## src/rtl/map_scan_engine.sv

```systemverilog
// Sequentially scans a map RAM, classifies each cell (start/goal/wall/mark) and
// reports first start/goal positions, wall/mark counts and duplicate seeds.
module map_scan_engine #(
  parameter int unsigned DATA_W = 8,
  parameter int unsigned ADDR_W = 8,
  parameter int unsigned CELLS  = 256,
  parameter int unsigned CNT_W  = ADDR_W + 1
) (
  input  logic              m_clock,
  input  logic              p_reset,
  input  logic              scan_req,
  input  logic              abort,
  output logic              mem_rd,
  output logic [ADDR_W-1:0] mem_addr,
  input  logic [DATA_W-1:0] mem_rdata,
  output logic              busy,
  output logic              done,
  output logic              start_found,
  output logic [ADDR_W-1:0] start_pos,
  output logic              goal_found,
  output logic [ADDR_W-1:0] goal_pos,
  output logic [CNT_W-1:0]  wall_cnt,
  output logic [CNT_W-1:0]  mark_cnt,
  output logic              dup_err,
  output logic [DATA_W-1:0] data_out
);

  localparam logic [ADDR_W-1:0] LAST_ADDR = ADDR_W'(CELLS - 1);
  localparam logic [DATA_W-1:0] START_VAL = {1'b0, {(DATA_W-1){1'b1}}};

  typedef enum logic [1:0] {IDLE, READ, DRAIN, DONE} state_t;

  state_t            state;
  logic              rd_vld;
  logic [ADDR_W-1:0] addr_d;
  logic              is_start, is_goal, is_wall, is_mark;

  // Priority classification of the returned cell
  always_comb begin
    is_start = 1'b0;
    is_goal  = 1'b0;
    is_wall  = 1'b0;
    is_mark  = 1'b0;
    if (mem_rdata == START_VAL)                          is_start = 1'b1;
    else if (mem_rdata == '0)                            is_goal  = 1'b1;
    else if (mem_rdata[DATA_W-1])                        is_wall  = 1'b1;
    else if (mem_rdata[DATA_W-2:DATA_W-3] == 2'b10)      is_mark  = 1'b1;
  end

  always_ff @(posedge m_clock or negedge p_reset) begin
    if (!p_reset) begin
      state       <= IDLE;
      rd_vld      <= 1'b0;
      addr_d      <= '0;
      mem_rd      <= 1'b0;
      mem_addr    <= '0;
      busy        <= 1'b0;
      done        <= 1'b0;
      start_found <= 1'b0;
      start_pos   <= '0;
      goal_found  <= 1'b0;
      goal_pos    <= '0;
      wall_cnt    <= '0;
      mark_cnt    <= '0;
      dup_err     <= 1'b0;
      data_out    <= '0;
    end else begin
      done   <= 1'b0;
      rd_vld <= mem_rd;
      addr_d <= mem_addr;

      // Data returned this cycle belongs to the address issued last cycle
      if (rd_vld) begin
        data_out <= mem_rdata;
        if (is_start) begin
          if (start_found) dup_err <= 1'b1;
          else begin
            start_found <= 1'b1;
            start_pos   <= addr_d;
          end
        end
        if (is_goal) begin
          if (goal_found) dup_err <= 1'b1;
          else begin
            goal_found <= 1'b1;
            goal_pos   <= addr_d;
          end
        end
        if (is_wall) wall_cnt <= wall_cnt + CNT_W'(1);
        if (is_mark) mark_cnt <= mark_cnt + CNT_W'(1);
      end

      case (state)
        IDLE: begin
          if (scan_req) begin
            state       <= READ;
            mem_rd      <= 1'b1;
            mem_addr    <= '0;
            busy        <= 1'b1;
            start_found <= 1'b0;
            start_pos   <= '0;
            goal_found  <= 1'b0;
            goal_pos    <= '0;
            wall_cnt    <= '0;
            mark_cnt    <= '0;
            dup_err     <= 1'b0;
          end
        end
        READ: begin
          if (abort) begin
            state    <= IDLE;
            mem_rd   <= 1'b0;
            mem_addr <= '0;
            busy     <= 1'b0;
            rd_vld   <= 1'b0;
          end else if (mem_addr == LAST_ADDR) begin
            state    <= DRAIN;
            mem_rd   <= 1'b0;
            mem_addr <= '0;
          end else begin
            mem_addr <= mem_addr + ADDR_W'(1);
          end
        end
        DRAIN: begin
          busy   <= 1'b0;
          rd_vld <= 1'b0;
          if (abort) state <= IDLE;
          else begin
            state <= DONE;
            done  <= 1'b1;
          end
        end
        DONE: state <= IDLE;
      endcase
    end
  end

endmodule

```

## config.mk

```make
export PLATFORM = sky130hd
export DESIGN_NAME = map_scan_engine
export DESIGN_NICKNAME = d
export VERILOG_FILES = /design/src/rtl/map_scan_engine.sv
export SDC_FILE = /design/constraint.sdc
export NUM_CORES = 1
export LEC_CHECK = 0
export ABC_AREA = 1
export CORE_MARGIN = 2
export CORE_UTILIZATION = 45
export CTS_CLUSTER_DIAMETER = 80
export CTS_CLUSTER_SIZE = 8
export DETAILED_ROUTE_END_ITERATION = 8
export GPL_TIMING_DRIVEN = 0
export PLACE_DENSITY = 0.72
export SLEW_MARGIN = 20
export SYNTH_ARGS = -nofsm -noshare
export SYNTH_HDL_FRONTEND = slang
export SYNTH_SLANG_ARGS = --single-unit
```

## constraint.sdc

```tcl
create_clock -name m_clock -period 1.7 [get_ports m_clock]
set_clock_uncertainty 0.05 [all_clocks]
set_input_delay 0.34 -clock m_clock [delete_from_list [all_inputs] [get_ports m_clock]]
set_output_delay 0.34 -clock m_clock [all_outputs]
set_load 0.005 [all_outputs]
```

## After elaboration in Yosys (flattened, before gate mapping)

Index checks and enable logic that the tools add are counted.

| storage, ports and cells | value |
|---|---|
| output and inout bits | 56 |
| register bits | 67 |
| word-level logic and storage cells | 97 |
| input bits | 12 |

| cells by class | value |
|---|---|
| reduce and logical (&&, ||, !) cells | 8 |
| multiplexer cells | 62 |
| add/sub/neg operators | 3 |
| equality and inequality tests | 9 |

Operator list:

| operator | count |
|---|---|
| $mux 8 | 13 |
| $mux 9 | 8 |
| $mux 1 | 32 |
| $add 9x1->9 const B | 2 |
| $pmux 8 s2 | 1 |
| $add 8x1->8 const B | 1 |
| $eq 8x7->1 const B | 1 |
| $eq 8x8->1 const B | 1 |
| $logic_not 8->1 | 1 |
| $mux 2 | 4 |
| $pmux 2 s4 | 1 |
| $eq 2x2->1 const B | 3 |
| $reduce_and 3->1 | 2 |
| $ne 2x2->1 const B | 2 |
| $pmux 1 s2 | 2 |
| $reduce_and 2->1 | 2 |
| $ne 3x3->1 const B | 1 |
| $pmux 1 s3 | 1 |
| $reduce_bool 3->1 | 1 |
| $eq 2x1->1 const B | 1 |
| $logic_not 2->1 | 1 |
| $reduce_bool 2->1 | 1 |

## Longest topological paths before layout

| logic depth | value |
|---|---|
| depth after elaboration | 9 |
| gate-level depth with buffers | 10 |
| depth with buffers taken out | 10 |

## Worst setup path after synthesis

No wires, ideal clock.

| timing | value |
|---|---|
| path type | register to register |
| start point | register state[0] |
| end point | register goal_pos[5] |
| arrival time | 1.362 ns |
| setup time | 0.071 ns |
| data required time | 1.579 ns |
| path buffers | 2 |
| setup slack | 0.217 ns |
| clock period less this slack | 1.483 ns |
| cell stages (with the launch flop) | 8 |
| path through | dfrtp_1 > inv_1 > ha_1 > nand2_1 > buf_2 > buf_1 > nand2_1 > nor2_1 |

| on the way | value |
|---|---|
| word-level cells in the longest chain between the ends | 2 |

Ends and longest elaborated chain:

| item | RTL line | RTL |
|---|---|---|
| from (decl) | 33 | `state_t state;` |
| from (signal assigned) | 52 | `state <= IDLE;` |
| from (signal assigned) | 96 | `state <= READ;` |
| from (signal assigned) | 111 | `state <= IDLE;` |
| $logic_not 2->1 | 93 | `case (state)` |
| $mux 8 | 93 |  |
| to (signal assigned) | 86 | `goal_pos <= addr_d;` |
| to (decl) | 21 | `output logic [ADDR_W-1:0] goal_pos,` |

Every way passes these cells.
A chain may end at the register's enable or synchronous reset.

## Worst setup path in the final report

| timing | value |
|---|---|
| start point | register wall_cnt[4] |
| end point | output port wall_cnt[4] |

RTL lines:

| item | RTL line | RTL |
|---|---|---|
| from (decl) | 22 | `output logic [CNT_W-1:0] wall_cnt,` |
| from (signal assigned) | 89 | `if (is_wall) wall_cnt <= wall_cnt + CNT_W'(1);` |

No word-level cell between the ends.

==> flow_summary_export.csv <==
group,metric,value,unit
die,std_cell_rows,30,
layout,area_growth,39.3,%
worst_setup_path,crit_chain,"clkdlybuf4s50_1",
worst_setup_path,crit_slowest_cell,"clkdlybuf4s50_1",
worst_hold_path,hold_class,"flip-flop to flip-flop",
logic_synthesis,synthDistinctLibCells,26,
worst_setup_path,slowest_delay,530,ps
timing,hold_violations,0,
layout,design_area,4500,um^2
global_routing,grt_max_degree,39,
global_routing,grt_overflow,0,
placement,port_buffers,67,
worst_setup_path,arrival,1270,ps
timing,tightest_slew,395,ps
drt,drtIter0Drc,128,
pwr,peakVddDrop,814,uV
logic_synthesis,synth_seq_area_share,51.9,%
die,die_w,88.7,um
logic_synthesis,synth_edf_count,0,
die,dieArea,7870,um^2
drt,drc,0,
timing,slew_viol_final,0,
layout,drive_above_1_share,12.3,%
worst_setup_path,cp.depth,1,
logic_synthesis,netlist_area,3230,um^2
placement,dpl.hpwl,5350,um
logic_synthesis,yosys_warnings,0,
die,core,6870,um^2
clocking,cts.sinks,67,
die,ios,68,
logic_synthesis,synth_top_area_cell,"dfrtp_1",
worst_hold_path,min_delay_path_depth,0,
logic_synthesis,synth.most_common_cell,"nand2_1",
layout,antenna_cells,0,
logic_synthesis,avgSynthCellArea,7.71,um^2
pwr,power,5.26,mW
run,cap_violations,0,
drt,viasPerCell,4.72,
global_routing,groute.usage.overall,19.9,%
worst_setup_path,critical_path.top_delay_family,"buffers and inverters",
drt,ant_nets,0,
clocking,numCtsBuffers,9,
drt,drt_wl_total,7620,um
worst_setup_path,crit_path_max_fanout,4,
logic_synthesis,syn_nets,438,
clocking,htree_levels,3,
logic_synthesis,postSynthCellCount,419,
drt,wire_per_inst,12.2,um
die,die_y,88.7,um
worst_setup_path,crit_type,"flip-flop to output port",
clocking,cts-root-buf,"clkbuf_8",
global_routing,antenna_found_initial,0,
logic_synthesis,async_reset_ff_share,100,%
worst_setup_path,ff2ff_path_depth,8,
clocking,path_clk_slew,70,ps
worst_setup_path,worstPathRequired,1310,ps
global_routing,grt_pass1_wl,12100,um
timing,finalSetupViolations,0,
placement,post_dp_cell_area,4040,um^2
pwr,p_per_area,1170,nW/um^2
clocking,cts_tree,"done",
layout,nets,541,
logic_synthesis,synthFlopType,"dfrtp_1",
die,initial_core_util,47.0,%
clocking,clk_latency,330,ps
drt,dr.pass1.iters,4,
clocking,clockBufferDepth,2,
pwr,p_leak,2.31,nW
logic_synthesis,synth_top_area_share,51.9,%
timing,fin_crit_sh,97.5,%
status,outcome,"finished, final reports clean",
timing,finalCriticalPeriod,1660,ps
timing,final.setup.tns,0,ps
worst_setup_path,endpoint_kind,"output port",
timing,relSlewSlack,73.7,%
timing,max_freq,0.604,GHz
logic_synthesis,synth_commonest_cells,"nand2_1, nor2_1, inv_1",
global_routing,first_global_vias,2726,
drt,vias,2939,
worst_setup_path,cp-start-kind,"flip-flop",
placement,gp_congestion,0.886,
logic_synthesis,ys_ff_latch,67,
timing,rsz0062_at_grt,"true",
worst_setup_path,cp_num_buf_inv,1,
logic_synthesis,synth_area_leaders,"dfrtp_1, nand2_1, nor2_1",
-- metrics by stage --
stage                     hold slack, ps  util, %  std cells  setup WS, ps
after CTS                            395     63.3        606         0.318
after detailed placement             248     58.8        583          -194
after global placement               374     58.5        582         -1990
final                                387     65.5        623          43.2
after floorplan                    -5.59        -        419           217
after global routing                 402     65.5        623         -76.6
-- worst register-to-register path, stage by stage, from the launching register on --
cell     delay (ps)
dfrtp_1         420
inv_1           100
ha_2            210
inv_1            80
o21ai_4         240
buf_4           170
nand2_1         120
inv_1           110
nor2_1           40
-- layout make-up --
cell class,count,area [um^2]
fill,596,2370
sequential,67,1680
multi-input combinational,272,1260
timing repair buffer,92,871
inverter,72,272
clock buffer,13,179
tap,96,120
clock inverter,3,67.6
buffer,8,51.3
-- power by group --
part,internal (mW),leakage [nW],switching (mW)
Clock,0.987,0.122,0.584
Sequential,1.84,0.903,0.196
Combinational,0.769,1.28,0.887
Total,3.59,2.31,1.67
-- layout by cell type (no fill, tap or decap), types with 2 or more instances in the layout --
cell and count:
inv_1 68, nor2_1 73, ha_1 6, nand3_1 20, a21oi_1 9, buf_2 4
nand2_1 121, o21ai_0 5, nand4_1 15, clkbuf_8 13, nand3_2 2, bufinv_16 2
inv_2 2, dfrtp_1 64, xnor2_1 3, nand2_2 2, dfrtp_2 3, xor2_1 3
nor3_1 4, clkdlybuf4s50_1 66, buf_4 25
-- flip-flops by register name, summed over array words and instances (netlist names), 2 cells and up --
name       cells
wall_cnt       9
data_out       8
addr_d         8
mark_cnt       9
mem_addr       8
goal_pos       8
start_pos      8
state          2
-- what timing repair did --
item	4_1_cts	5_1_grt
resized for setup	5	9
hold buffers	1	0
hold endpoints to repair	29	0
buffers inserted	6	17
pin swaps	0	1
setup endpoints to repair	26	41
-- logic make-up (layout without fill, tap and decap cells) --
kind of cell,count (synthesis),after routing,synth area share [%]
xor+xnor,6,6,1.63
fa+ha+maj,7,7,2.71
flops,67,67,51.9
compound gates,18,18,3.06
simple gates,241,241,31.0
buf+inv,80,188,9.72
-- per-layer routing --
layer  vias to the layer above  track usage [%]  routed length (um)
met5                         -                0                   0
met4                         0             9.37                 180
met3                        18             3.45                 267
met2                        73             32.5                3680
met1                      1365             25.8                3490
li1                       1483                -                   -
-- final timing paths --
path	from	endpoint	slack [ps]
max in group asynchronous	p_reset	mem_addr[3]	620
min in group asynchronous	p_reset	wall_cnt[7]	430
worst min register to register	mem_addr[2]	addr_d[2]	390
worst max register to register	state[1]	mem_addr[3]	60
worst max-delay path	wall_cnt[4]	wall_cnt[4]	40
worst min-delay path	mem_addr[2]	addr_d[2]	390
(Power assumes the default switching activity.)
